File: src/rtl/id_stage.sv
// Decode stage: register read, early branch/jump resolution, hazard detection and the ID/EX
// pipeline register. Branches have a single delay slot, so nothing is ever flushed here.
module id_stage #(
    parameter int unsigned RA_REG = 31
) (
    input  logic        CLK,
    input  logic        RESET,
    input  logic [31:0] Instr1_PR,
    input  logic [31:0] CIA_PR,
    input  logic        STALL_EXT,
    output logic [4:0]  rs_addr,
    output logic [4:0]  rt_addr,
    input  logic [31:0] rs_data,
    input  logic [31:0] rt_data,
    input  logic [4:0]  dest_MEM,
    input  logic        regwrite_MEM,
    input  logic        memread_MEM,
    input  logic [31:0] alu_result_MEM,
    output logic        taken_branch1,
    output logic [31:0] nextInstruction_address,
    output logic        FREEZE,
    output logic [31:0] opA_EX,
    output logic [31:0] opB_EX,
    output logic [31:0] imm_EX,
    output logic [4:0]  dest_EX,
    output logic [3:0]  aluop_EX,
    output logic        alusrc_EX,
    output logic        regwrite_EX,
    output logic        memread_EX,
    output logic        memwrite_EX,
    output logic        memtoreg_EX
);
    localparam logic [5:0] OpRtype = 6'h00, OpJ = 6'h02, OpJal = 6'h03, OpBeq = 6'h04;
    localparam logic [5:0] OpBne = 6'h05, OpAddi = 6'h08, OpAddiu = 6'h09, OpAndi = 6'h0C;
    localparam logic [5:0] OpOri = 6'h0D, OpLui = 6'h0F, OpLw = 6'h23, OpSw = 6'h2B;
    localparam logic [5:0] FnSll = 6'h00, FnJr = 6'h08, FnAdd = 6'h20, FnSub = 6'h22;
    localparam logic [5:0] FnAnd = 6'h24, FnOr = 6'h25, FnSlt = 6'h2A;
    localparam logic [3:0] AluAdd = 4'd0, AluSub = 4'd1, AluAnd = 4'd2, AluOr = 4'd3;
    localparam logic [3:0] AluSlt = 4'd4, AluSll = 4'd5, AluLui = 4'd6;

    logic [5:0]  opcode, funct;
    logic [4:0]  rs, rt, rd, shamt;
    logic [31:0] sext_imm, zext_imm, pc_plus4;

    assign opcode   = Instr1_PR[31:26];
    assign rs       = Instr1_PR[25:21];
    assign rt       = Instr1_PR[20:16];
    assign rd       = Instr1_PR[15:11];
    assign shamt    = Instr1_PR[10:6];
    assign funct    = Instr1_PR[5:0];
    assign sext_imm = {{16{Instr1_PR[15]}}, Instr1_PR[15:0]};
    assign zext_imm = {16'b0, Instr1_PR[15:0]};
    assign pc_plus4 = CIA_PR + 32'd4;
    assign rs_addr  = rs;
    assign rt_addr  = rt;

    logic [31:0] dec_opa, dec_opb, dec_imm;
    logic [4:0]  dec_dest;
    logic [3:0]  dec_aluop;
    logic        dec_alusrc, dec_regwrite, dec_memread, dec_memwrite, dec_memtoreg;
    logic        use_rs, use_rt, is_beq, is_bne, is_j, is_jal, is_jr;

    always_comb begin
        dec_opa = rs_data;
        dec_opb = rt_data;
        dec_imm = sext_imm;
        dec_dest = 5'd0;
        dec_aluop = AluAdd;
        dec_alusrc = 1'b0;
        dec_regwrite = 1'b0;
        dec_memread = 1'b0;
        dec_memwrite = 1'b0;
        dec_memtoreg = 1'b0;
        use_rs = 1'b0;
        use_rt = 1'b0;
        is_beq = 1'b0;
        is_bne = 1'b0;
        is_j = 1'b0;
        is_jal = 1'b0;
        is_jr = 1'b0;
        if (Instr1_PR != 32'd0) begin
            case (opcode)
                OpRtype: begin
                    dec_dest = rd;
                    dec_regwrite = 1'b1;
                    use_rs = 1'b1;
                    use_rt = 1'b1;
                    case (funct)
                        FnAdd: dec_aluop = AluAdd;
                        FnSub: dec_aluop = AluSub;
                        FnAnd: dec_aluop = AluAnd;
                        FnOr:  dec_aluop = AluOr;
                        FnSlt: dec_aluop = AluSlt;
                        FnSll: begin
                            // Shift source rides on opA, shift amount on imm.
                            dec_aluop = AluSll;
                            dec_opa = rt_data;
                            dec_imm = {27'b0, shamt};
                            dec_alusrc = 1'b1;
                            use_rs = 1'b0;
                        end
                        FnJr: begin
                            dec_dest = 5'd0;
                            dec_regwrite = 1'b0;
                            use_rt = 1'b0;
                            is_jr = 1'b1;
                        end
                        default: begin
                            dec_dest = 5'd0;
                            dec_regwrite = 1'b0;
                            use_rs = 1'b0;
                            use_rt = 1'b0;
                        end
                    endcase
                end
                OpAddi, OpAddiu, OpAndi, OpOri: begin
                    dec_dest = rt;
                    dec_regwrite = 1'b1;
                    dec_alusrc = 1'b1;
                    use_rs = 1'b1;
                    if (opcode == OpAndi || opcode == OpOri) begin
                        dec_imm = zext_imm;
                        dec_aluop = (opcode == OpAndi) ? AluAnd : AluOr;
                    end
                end
                OpLui: begin
                    dec_dest = rt;
                    dec_regwrite = 1'b1;
                    dec_alusrc = 1'b1;
                    dec_aluop = AluLui;
                    dec_imm = {Instr1_PR[15:0], 16'b0};
                end
                OpLw: begin
                    dec_dest = rt;
                    dec_regwrite = 1'b1;
                    dec_alusrc = 1'b1;
                    dec_memread = 1'b1;
                    dec_memtoreg = 1'b1;
                    use_rs = 1'b1;
                end
                OpSw: begin
                    dec_alusrc = 1'b1;
                    dec_memwrite = 1'b1;
                    use_rs = 1'b1;
                    use_rt = 1'b1;
                end
                OpBeq, OpBne: begin
                    is_beq = (opcode == OpBeq);
                    is_bne = (opcode == OpBne);
                    use_rs = 1'b1;
                    use_rt = 1'b1;
                end
                OpJ: is_j = 1'b1;
                OpJal: begin
                    is_jal = 1'b1;
                    dec_dest = 5'(RA_REG);
                    dec_regwrite = 1'b1;
                    dec_opa = CIA_PR + 32'd8;
                    dec_opb = 32'd0;
                end
                default: ;
            endcase
        end
        if (dec_dest == 5'd0) dec_regwrite = 1'b0;
    end

    logic        br_rs, br_rt, hz, eq, taken_raw;
    logic [31:0] fwd_rs, fwd_rt, target;

    assign br_rs = is_beq | is_bne | is_jr;
    assign br_rt = is_beq | is_bne;

    always_comb begin
        hz = 1'b0;
        if (memread_EX && dest_EX != 5'd0 &&
            ((use_rs && dest_EX == rs) || (use_rt && dest_EX == rt))) hz = 1'b1;
        if (regwrite_EX && ((br_rs && dest_EX == rs) || (br_rt && dest_EX == rt))) hz = 1'b1;
        if (memread_MEM && dest_MEM != 5'd0 &&
            ((br_rs && dest_MEM == rs) || (br_rt && dest_MEM == rt))) hz = 1'b1;
    end

    // Loads in MEM are excluded from forwarding; the hazard logic stalls for them instead.
    assign fwd_rs = (regwrite_MEM && !memread_MEM && dest_MEM != 5'd0 && dest_MEM == rs) ?
                    alu_result_MEM : rs_data;
    assign fwd_rt = (regwrite_MEM && !memread_MEM && dest_MEM != 5'd0 && dest_MEM == rt) ?
                    alu_result_MEM : rt_data;
    assign eq = (fwd_rs == fwd_rt);
    assign taken_raw = (is_beq && eq) || (is_bne && !eq) || is_j || is_jal || is_jr;

    always_comb begin
        target = 32'd0;
        if (is_beq || is_bne) target = pc_plus4 + {sext_imm[29:0], 2'b00};
        else if (is_j || is_jal) target = {pc_plus4[31:28], Instr1_PR[25:0], 2'b00};
        else if (is_jr) target = fwd_rs;
    end

    assign FREEZE = RESET & (hz | STALL_EXT);
    assign taken_branch1 = RESET & taken_raw & ~FREEZE;
    assign nextInstruction_address = RESET ? target : 32'd0;

    always_ff @(posedge CLK or negedge RESET) begin
        if (!RESET) begin
            opA_EX <= '0;
            opB_EX <= '0;
            imm_EX <= '0;
            dest_EX <= '0;
            aluop_EX <= '0;
            alusrc_EX <= 1'b0;
            regwrite_EX <= 1'b0;
            memread_EX <= 1'b0;
            memwrite_EX <= 1'b0;
            memtoreg_EX <= 1'b0;
        end else if (!STALL_EXT) begin
            if (hz) begin
                opA_EX <= '0;
                opB_EX <= '0;
                imm_EX <= '0;
                dest_EX <= '0;
                aluop_EX <= '0;
                alusrc_EX <= 1'b0;
                regwrite_EX <= 1'b0;
                memread_EX <= 1'b0;
                memwrite_EX <= 1'b0;
                memtoreg_EX <= 1'b0;
            end else begin
                opA_EX <= dec_opa;
                opB_EX <= dec_opb;
                imm_EX <= dec_imm;
                dest_EX <= dec_dest;
                aluop_EX <= dec_aluop;
                alusrc_EX <= dec_alusrc;
                regwrite_EX <= dec_regwrite;
                memread_EX <= dec_memread;
                memwrite_EX <= dec_memwrite;
                memtoreg_EX <= dec_memtoreg;
            end
        end
    end
endmodule

File: config.mk
export PLATFORM = sky130hd
export DESIGN_NAME = id_stage
export DESIGN_NICKNAME = d
export VERILOG_FILES = /design/src/rtl/id_stage.sv
export SDC_FILE = /design/constraint.sdc
export NUM_CORES = 1
export LEC_CHECK = 0
export CAP_MARGIN = 20
export CORE_ASPECT_RATIO = 1.75
export CORE_MARGIN = 10
export CORE_UTILIZATION = 50
export CTS_BUF_LIST = sky130_fd_sc_hd__clkbuf_4
export CTS_CLUSTER_SIZE = 24
export DETAILED_ROUTE_END_ITERATION = 7
export PLACE_DENSITY = 0.84
export SLEW_MARGIN = 20
export SYNTH_ARGS = -nofsm -noshare
export SYNTH_HDL_FRONTEND = slang
export SYNTH_SLANG_ARGS = --single-unit
File: constraint.sdc
create_clock -name CLK -period 8 [get_ports CLK]
set_input_delay 1.2 -clock CLK [delete_from_list [all_inputs] [get_ports CLK]]
set_output_delay 1.2 -clock CLK [all_outputs]
set_load 0.02 [all_outputs]
==> results.py <==
metrics = {
    "run_status": {
        "status": "complete, but fails checks",
        "violations": "design-rule violations",
    },
    "yosys": {
        "yosysTopAreaCellShare_pct": 24.6,
        "synthesis.area_mm2": 0.0110,
        "synth_ff_type": "dfrtp_1",
        "yosys-top-cells-area": "dfrtp_1 25%, xnor2_1 6.3%, o21ai_0 6.3%, nand2_1 5.4%, a21oi_1 4.2%",
        "synth_edf_count": 0,
        "synth_area_per_cell_um2": 7.59,
        "yosysUniqueCellTypes": 79,
        "synth-seq-area-share_pct": 24.6,
        "synthTopCellsByCount": "159 x nand2_1, 138 x o21ai_0, 108 x dfrtp_1",
        "synth_seq_cells": 108,
        "synth_warnings": 0,
        "yosysMostFrequentCell": "nand2_1",
        "synthArstFlopShare_pct": 100,
        "syn-num-nets": 1654,
        "syn_inst": 1448,
        "synth_area_leader_cell": "dfrtp_1",
    },
    "grt": {
        "grtUsageTotal_pct": 33.2,
        "grt_max_degree": 93,
        "grt_pass1_vias": 12200,
        "antenna_found_initial": 3,
        "grt_overflow_total": 0,
        "grt_pass1_wl_mm": 74.6,
    },
    "clock_tree": {
        "clockBufferDepth": 2,
        "cts.sinks": 108,
        "cts_max_level": 3,
        "root_buffer": "clkbuf_4",
        "post_cts_buffers": 0,
        "cts-resized-gates": 0,
        "cts.clk_slew.worst_paths_ns": 0.16,
        "worstSkewPairLatency_ns": 0.53,
        "hold_buffers": 0,
        "cts-buffers-inserted": 9,
        "cts_tree": "yes",
    },
    "floorplan": {
        "die_h_um": 216,
        "dieArea_mm2": 0.0285,
        "floorplan.rows": 71,
        "initial_core_util_pct": 50.9,
        "die_w_um": 132,
        "ios": 324,
        "coreArea_mm2": 0.0216,
    },
    "timing": {
        "finalMaxSlewViolations": 0,
        "finalWorstSetupSlack_ns": 0.635,
        "hold_viol_final": 0,
        "relSlewSlack_pct": 34.8,
        "fin_crit_sh_pct": 92.1,
        "fin_setup_tns_ns": 0,
        "min_period_ns": 7.37,
        "fmax_ghz": 0.136,
        "worst_pin_slew_ns": 0.978,
        "rsz0062_at_grt": "false",
        "setup-violations-final": 0,
        "finClkSkew_ns": 0.0210,
    },
    "hold_path": {
        "hold_class": "register to register",
    },
    "final_layout": {
        "final_util_pct": 66.7,
        "nets": 1891,
        "drive_above_1_share_pct": 4.26,
        "n_fill_cell": 1898,
        "final_area_mm2": 0.0144,
        "area_growth_pct": 31.0,
    },
    "route": {
        "first_iter_violations": 1756,
        "wl_mm": 49.7,
        "final_antenna_net_count": 0,
        "viasPerCell": 6.46,
        "drc": 1,
        "first_pass_iters": 8,
        "vias": 12800,
        "detail_route.wl_per_cell_um": 25.1,
    },
    "placement": {
        "hpwl_mm": 39.1,
        "gp_congestion": 0.996,
        "dpl_cell_area_mm2": 0.0142,
        "place_ws_ns": 0.720,
        "port-buffer-count": 322,
    },
    "critical_path": {
        "crit_type": "input port to primary output",
        "crit_path_start_kind": "input port",
        "cp_max_fo": 6,
        "worstPathArrival_ns": 6.17,
        "critPathRequiredTime_ns": 6.80,
        "endpoint_kind": "primary output",
    },
    "job": {
        "cap_viol_max_count": 0,
    },
    "pwr": {
        "power_mw": 1.64,
        "vdd_drop_max_mv": 0.0685,
        "pwr-share-clk_pct": 17.9,
        "p_leak_nw": 5.53,
        "power_density_mw_per_mm2": 114,
        "p_int_uw": 985,
        "seqPwrFrac_pct": 38.0,
        "pwr-share-comb_pct": 44.1,
        "power.switching_uw": 654,
        "netSwitchingFraction_pct": 39.9,
    },
}
[layout by cell type (no fill, tap or decap), types with 44 or more instances in the layout]
| master | Yosys | final |
|---|---|---|
| nor3_1 | 44 | 44 |
| a21oi_1 | 93 | 93 |
| dfrtp_1 | 108 | 108 |
| xnor2_1 | 79 | 79 |
| clkdlybuf4s50_1 | 0 | 320 |
| xor2_1 | 48 | 48 |
| o21ai_0 | 138 | 138 |
| a22o_1 | 49 | 49 |
| nor2_1 | 87 | 84 |
| nand2_1 | 159 | 159 |
| inv_1 | 72 | 72 |
[routing by layer]
layer	vias up	global-route usage, %	wire, µm	part of all wire (%)
li1	5795	-	-	-
met1	6055	36.2	17000	34
met2	792	56.6	24700	50
met3	172	5.91	4040	8.1
met4	2	24.0	3880	7.8
met5	-	0	8	0.016
[layout make-up]
type	count	area, µm²	share of cell area (%)
repair buffers	346	3430	23.8
clock inverters	7	85.1	0.591
inverters	72	270	1.88
diodes	2	5.00	0.0348
clock buffers	9	67.6	0.469
well taps	292	365	2.54
multi-input cells	1148	7470	51.9
flip-flops and latches	108	2700	18.8
[worst max-delay path, stage by stage]
cell,delay (ns)
clkdlybuf4s50_1,0.56
ha_1,0.29
nand3_1,0.16
nor4_2,0.55
nor2b_1,0.45
nand4_1,0.17
xnor2_1,0.24
ha_1,0.30
a21oi_1,0.14
nor2_1,0.08
or4_1,0.46
a21oi_1,0.17
o21bai_1,0.17
a211oi_1,0.28
xnor2_1,0.10
o21ai_0,0.15
clkdlybuf4s50_1,0.68
[registers in the layout (all words and copies together) (netlist names)]
| register | cells |
|---|---|
| aluop_EX | 3 |
| alusrc_EX | 1 |
| dest_EX | 5 |
| imm_EX | 32 |
| memtoreg_EX | 1 |
| memwrite_EX | 1 |
| opA_EX | 32 |
| opB_EX | 32 |
| regwrite_EX | 1 |
[power groups by stage]
| stage | Clock, mW | Combinational, mW | Sequential [mW] |
|---|---|---|---|
| floorplan | 0 | 0.301 | 0.692 |
| global placement | 0 | 0.705 | 0.632 |
| detailed placement | 0 | 0.713 | 0.634 |
| CTS | 0.295 | 0.716 | 0.624 |
| global route | 0.318 | 0.767 | 0.631 |
| finish | 0.293 | 0.723 | 0.623 |
[final timing paths]
kind                                                    end  slack [ns]  cells past startpoint       start
max in group asynchronous                        opA_EX[29]        6.28                      2       RESET
min in group asynchronous                        dest_EX[1]        0.54                      1       RESET
worst max-delay path            nextInstruction_address[31]        0.63                     17   CIA_PR[4]
worst min register to register                   imm_EX[18]        0.51                      2  imm_EX[18]
worst min-delay path                             imm_EX[18]        0.51                      2  imm_EX[18]
worst max register to register                    opB_EX[2]        5.13                     10  dest_EX[4]
[through the flow]
step / instances / hold slack, ns
after global placement: 1965 / 0.466
after floorplan: 1448 / 0.593
after detailed placement: 1965 / 0.472
final: 1984 / 0.509
after CTS: 1981 / 0.507
after global routing: 1984 / 0.518
[kinds of logic after synthesis]
kind of cell               synth area share (%)
AOI/OAI and AO/OA                          30.5
xor gates and xnor gates                   10.1
adders and majority gates                  4.17
buffers and inverters                      7.82
DFF                                        24.6
muxes                                      1.29
other                                    0.0341
and+or+nand+nor                            21.5
(Power assumes the default switching activity.)
